[src/rtl/arb_req_queue.sv]
// Four-channel request buffer in front of a 4-way round-robin arbiter.
// Each channel is a small FIFO; the granted head is popped onto one shared output.
module arb_req_queue #(
  parameter int DW    = 8,
  parameter int DEPTH = 4
) (
  input  logic            clk,
  input  logic            rstn,
  input  logic [3:0]      in_valid,
  input  logic [4*DW-1:0] in_data,
  output logic [3:0]      in_ready,
  output logic [3:0]      req,
  input  logic [3:0]      gnt,
  output logic            out_valid,
  output logic [DW-1:0]   out_data,
  output logic [1:0]      out_id,
  output logic            gnt_err
);

  localparam int AW = $clog2(DEPTH);
  localparam int CW = AW + 1;
  localparam logic [CW-1:0] CNT_FULL = CW'(DEPTH);
  localparam logic [CW-1:0] CNT_ONE  = CW'(1);

  // Handshake: a push on channel n happens on any rising edge where
  // in_valid[n] & in_ready[n]; a pop happens where gnt[n] is the lowest set
  // gnt bit and the channel is non-empty. There is no output backpressure.

  logic [DW-1:0] mem [4][DEPTH];
  logic [AW-1:0] wr_ptr [4];
  logic [AW-1:0] rd_ptr [4];
  logic [CW-1:0] cnt    [4];

  logic [3:0]    push;
  logic [3:0]    pop;
  logic [3:0]    empty;
  logic [3:0]    gnt_low;
  logic          gnt_multi;
  logic          err_now;
  logic [DW-1:0] pop_data;
  logic [1:0]    pop_id;

  always_comb begin
    for (int i = 0; i < 4; i++) begin
      empty[i]    = (cnt[i] == '0);
      in_ready[i] = (cnt[i] != CNT_FULL);
      push[i]     = in_valid[i] & in_ready[i];
      // The entry being popped this cycle is not requested again, so the
      // arbiter's one-cycle grant latency never causes an over-grant.
      req[i]      = (cnt[i] > CNT_ONE) | ((cnt[i] == CNT_ONE) & ~gnt[i]);
    end
  end

  always_comb begin
    gnt_low   = gnt & (~gnt + 4'd1);
    gnt_multi = ((gnt & (gnt - 4'd1)) != 4'd0);
    pop       = gnt_low & ~empty;
    err_now   = gnt_multi | ((gnt & empty) != 4'd0);
  end

  always_comb begin
    pop_data = '0;
    pop_id   = '0;
    for (int i = 0; i < 4; i++) begin
      if (pop[i]) begin
        pop_data = mem[i][rd_ptr[i]];
        pop_id   = 2'(i);
      end
    end
  end

  // Storage has no reset; contents are meaningless once the counts clear.
  always_ff @(posedge clk) begin
    for (int i = 0; i < 4; i++) begin
      if (push[i]) mem[i][wr_ptr[i]] <= in_data[i*DW +: DW];
    end
  end

  always_ff @(posedge clk or negedge rstn) begin
    if (!rstn) begin
      for (int i = 0; i < 4; i++) begin
        wr_ptr[i] <= '0;
        rd_ptr[i] <= '0;
        cnt[i]    <= '0;
      end
      out_valid <= 1'b0;
      out_data  <= '0;
      out_id    <= '0;
      gnt_err   <= 1'b0;
    end else begin
      for (int i = 0; i < 4; i++) begin
        if (push[i]) wr_ptr[i] <= wr_ptr[i] + 1'b1;
        if (pop[i])  rd_ptr[i] <= rd_ptr[i] + 1'b1;
        case ({push[i], pop[i]})
          2'b10:   cnt[i] <= cnt[i] + 1'b1;
          2'b01:   cnt[i] <= cnt[i] - 1'b1;
          default: cnt[i] <= cnt[i];
        endcase
      end
      out_valid <= |pop;
      if (|pop) begin
        out_data <= pop_data;
        out_id   <= pop_id;
      end
      if (err_now) gnt_err <= 1'b1;
    end
  end

endmodule

[config.mk]
export PLATFORM = sky130hd
export DESIGN_NAME = arb_req_queue
export DESIGN_NICKNAME = d
export VERILOG_FILES = /design/src/rtl/arb_req_queue.sv
export SDC_FILE = /design/constraint.sdc
export NUM_CORES = 1
export LEC_CHECK = 0
export BUFFER_PORTS_ARGS = -buffer_cell sky130_fd_sc_hd__buf_4
export CAP_MARGIN = 20
export CELL_PAD_IN_SITES_DETAIL_PLACEMENT = 0
export CELL_PAD_IN_SITES_GLOBAL_PLACEMENT = 1
export CORE_UTILIZATION = 54
export CTS_CLUSTER_SIZE = 25
export DETAILED_ROUTE_END_ITERATION = 8
export GPL_TIMING_DRIVEN = 0
export PLACE_DENSITY_LB_ADDON = 0.1
export SYNTH_ARGS = -nofsm -noshare
export SYNTH_HDL_FRONTEND = slang
export SYNTH_SLANG_ARGS = --single-unit
[constraint.sdc]
create_clock -name clk -period 3.4 [get_ports clk]
set_input_delay 0.68 -clock clk [delete_from_list [all_inputs] [get_ports clk]]
set_output_delay 0.68 -clock clk [all_outputs]
set_load 0.1 [all_outputs]
Word level (Yosys, flattened, before mapping)
Memory sizes are Yosys's and may differ from the RTL's. Cells that the tools add are included.

Bits in registers: 40. RAM bits: 128. Bits of input ports: 42. Memories kept: 1.

Memory list: mem (depth 4, width 32, read ports 4, clocked after Yosys merged registers in 0, write ports 4, RTL line 29) `logic [DW-1:0] mem [4][DEPTH];`.

Add/sub/neg operators: 18. Magnitude comparators: 16. Equality and inequality tests: 16. Multiplexer cells: 39. Bitwise gates (word level): 31. Reduce and logical (&&, ||, !) cells: 15.

Operator list (count): 2-to-1 mux 32 bit (4); 2-to-1 mux 8 bit (16); binary-select mux 8 bit (select 2 bit) (4); demux 8 bit (select 2 bit) (4); >= comparator 3 bit (second input constant) (8); inverter 2 -> 3 bit (8); case mux 3 bit (2 select lines) (4); adder 2 x 1 -> 2 bit (second input constant) (8); AND 4 bit (4); adder 3 x 1 -> 3 bit (second input constant) (4); == test 3 x 1 -> 1 bit (second input constant) (4); greater-than comparator 3 x 1 -> 1 bit (second input constant) (4); zero test 3 bit (4); less-than comparator 3 x 1 -> 1 bit (second input constant) (4); inequality test 3 bit (second input constant) (4); subtractor 3 x 1 -> 3 bit (second input constant) (4); AND 1 bit (8); == test 2 x 1 -> 1 bit (second input constant) (4); == test 2 bit (second input constant) (4); inverter 4 bit (2); nonzero test 2 bit (4); nonzero test 4 bit (2); 2-to-1 mux 1 bit (5); bitwise OR 1 bit (5); other kinds (6) (13).

Depth between registers and ports, before layout
Depth in word-level cells: 8. Gate-level depth with buffers: 10. Gate-level depth less buffers: 9.

Worst setup path after synthesis
No wires, ideal clock.

Path kind: reg2reg. Start point: register cnt[0] (netlist bit). End point: register cnt[2] (netlist bit). Setup time: 0.125 ns. Data arrival time: 2.317 ns. Slack: 0.958 ns. Stages on the path, launching flop included: 10. Buffers on the path: 0. Clock period less this slack: 2.442 ns. Path through: dfrtp_1 -> inv_1 -> ha_1 -> nand2_1 -> and2_1 -> inv_1 -> ha_1 -> mux2i_1 -> nor2_1 -> xor2_1.

RTL lines: from (decl) (RTL line 32) `logic [CW-1:0] cnt [4];`; from (signal, indexed assignment) (RTL line 95) `2'b10: cnt[i] <= cnt[i] + 1'b1;`; from (signal, indexed assignment) (RTL line 96) `2'b01: cnt[i] <= cnt[i] - 1'b1;`; from (signal, indexed assignment) (RTL line 97) `default: cnt[i] <= cnt[i];`; inequality test 3 bit (*) (RTL line 46) `in_ready[i] = (cnt[i] != CNT_FULL);`; via in_ready[3] (RTL line 11) `output logic [3:0] in_ready,`; AND 1 bit (*) (RTL line 47) `push[i] = in_valid[i] & in_ready[i];`; == test 2 x 1 -> 1 bit or == test 2 bit (tied branches) (RTL line 94) `case ({push[i], pop[i]})`; case mux 3 bit (2 select lines) or nonzero test 2 bit (tied branches).

Mark *: on every way through the listed nets, which the timed path passes. The rest lies on a longest branch. A chain may end at the register's enable or synchronous reset.

Worst setup path in the final report
Start point: register cnt[4] (netlist bit). End point: output req[2].

Word-level cells in the longest chain between the ends: 3.

Ends and longest elaborated chain: branches (longest 2 deep; another with greater-than comparator 3 x 1 -> 1 bit); bitwise OR 1 bit (*) (RTL line 50) `req[i] = (cnt[i] > CNT_ONE) | ((cnt[i] == CNT_ONE) & ~gnt[i]);`; to (decl) (RTL line 12) `output logic [3:0] req,`.

Mark *: on every way between the ends.

==> impl_metrics.ini <==
[setup_path]
cp_data_arrival_time_ps = 1860
path_buf_inv = 2
worstSetupEndpointType = output pin
critical_path_class = reg2out
cp-start-kind = flop
crit_family = simple AND/OR/NAND/NOR gates
worstPathCellList = inv_1 -> ha_1 -> nor3_1 -> a21oi_1 -> or2_2 -> buf_4
cp_slowest_cell = dfrtp_1
cp.required_ps = 2720
critPathMaxStageDelay_ps = 400
path_max_fanout = 4

[pwr]
irDropWorstVdd_mv = 0.7064
p_leak_nw = 3.235
power.density_mw_per_mm2 = 947.4

[cells_and_area]
drive_above_1_share_pct = 26.20
syn2layout_area_growth_pct = 17.52
nets = 585
antennaDiodeCount = 0
final_area_sq_mm = 0.008436

[sta]
worst_pin_slew_ps = 616.4
min_period_ps = 2535
finalMaxSlewViolations = 0
hold_violations = 0
slew_headroom_pct = 58.91
period_share_pct = 74.56
rsz0062_at_grt = false
tns_ps = 0
max_freq_ghz = 0.3945
setup_viol = 0
finClkSkew_ps = 6.202

[routing]
drt_iter0_drc = 291
wl_per_cell_microns = 19.33
drt_pre_antenna_iters = 4
remaining_drc_errors = 0
drt-total-wl_microns = 13360
vias_per_cell = 5.515
ant_nets = 0
routed-via-count = 3811

[synthesis]
postSynthCellCount = 427
synth_top_area_share_pct = 53.55
yosysTopAreaCell = edfxtp_1
ys_ff_latch = 168
syn_avg_cell_area_sq_um = 16.81
syn_nets = 505
synth_edf_count = 128
ys_seq_area_share_pct = 67.49
synth_top_cells_by_count = edfxtp_1, dfrtp_1, ha_1, mux4_2, inv_1
ys_warn_count = 0
async_flop_share_pct = 23.81
synth.most_common_cell = edfxtp_1
synth_area_leaders = edfxtp_1, dfrtp_1, mux4_2, ha_1, xnor2_1
synth-main-ff-cell = edfxtp_1
yosysUniqueCellTypes = 29
synth_area_sq_mm = 0.007178

[outcome]
status = complete, no violations

[clock_tree]
htree_levels = 4
cts_buffer_depth = 2
cts_tree = yes
cts_root_buffer = clkbuf_16
cts_setup_buffers = 0
insertion_delay_ps = 430
cts-buffers-inserted = 17
holdBufCountCts = 0
cts-resized-gates = 0
cts.sinks = 168
clk_pin_slew_ps = 60

[floorplanning]
die_w_microns = 117.3
coreArea_sq_mm = 0.01277
die_h_microns = 117.3
start_util_pct = 56.20
dieArea_sq_mm = 0.01376
design.portCount = 62
num_rows = 41

[placed_design]
hpwlAfterDp_microns = 9379
placed_area_sq_mm = 0.007851
numPortBuffers = 61
gp_congestion = 0.7246

[global_routing]
grt_pass1_vias = 3783
grt_pass1_wl_microns = 20560
grt_max_degree = 41
globalRouteTotalUtil_pct = 21.76
overflow = 0
antenna_found_initial = 0

[min_path]
hold_path.class = in2async

[flow_run]
drv_cap = 0
-- worst paths after layout --
check / start / end / slack, ps / cells past startpoint
max: cnt[4]$_DFFE_PN0P_ / req[2] / 860 / 6
min: rstn / wr_ptr[7]$_DFFE_PN0P_ / 230 / 1
max reg2reg: cnt[6]$_DFFE_PN0P_ / out_data[5]$_DFFE_PN0P_ / 1060 / 8
min reg2reg: out_data[6]$_DFFE_PN0P_ / out_data[6]$_DFFE_PN0P_ / 500 / 1
max in group asynchronous: rstn / out_valid$_DFF_PN0_ / 2780 / 1
min in group clk: in_data[0] / mem[0][8]$_DFFE_PP_ / 450 / 1
-- cell type report --
type	count	area [sq um]
fill	902	4338
clock buffer	18	429.2
clock inverter	13	155.1
tap	172	215.2
inverter	25	93.84
multi-input combinational	220	2178
sequential	168	4845
timing repair buffer	61	457.9
buffer	14	61.31
-- state kept, by name (all words and copies together), names as in the netlist --
signal,cells
gnt_err,1
cnt,12
wr_ptr,8
out_data,8
out_id,2
out_valid,1
rd_ptr,8
mem,128
-- through the flow --
step	power [mW]	utilization, %	std cells	hold WS (ps)	setup WS [ps]
after CTS	8.094	66.04	691	242.3	832.0
after global routing	8.409	66.04	691	274.9	724.9
after floorplan	5.373	-	427	384.4	957.9
after detailed placement	6.155	61.47	660	486.4	861.1
after global placement	6.082	61.47	660	478.2	871.6
final	7.992	66.04	691	231.8	865.0
-- cells by family after synthesis --
kind of cell	count (synthesis)	synth area share [%]
compound gates	30	3.120
xor+xnor	24	2.928
fa+ha+maj	36	6.275
buf+inv	39	2.161
flops	168	67.49
mux	36	10.60
simple gates	94	7.425
-- report_power, final --
part           total [mW]  leakage, nW  internal, mW  switching [mW]
combinational        3.05         1.32          1.09            1.95
clock                1.90        0.273          1.14           0.760
sequential           3.04         1.64          2.79           0.252
total                7.99         3.23          5.03            2.97
-- placed cells by master, fill, tap and decap left out, drive strengths merged, types with 14 or more instances in the layout --
cell / count
and3: 16
buf: 68
clkbuf: 25
dfrtp: 40
edfxtp: 128
ha: 36
inv: 26
mux4: 32
nand2: 20
nand3: 14
xnor2: 20
-- routing by layer --
layer	up-vias	wire [microns]	track usage, %
li1	1789	-	-
met1	1920	5663	28.34
met2	83	6793	35.18
met3	19	638	5.458
met4	0	261	9.030
met5	-	0	0
Power figures use the tool's default switching activity.
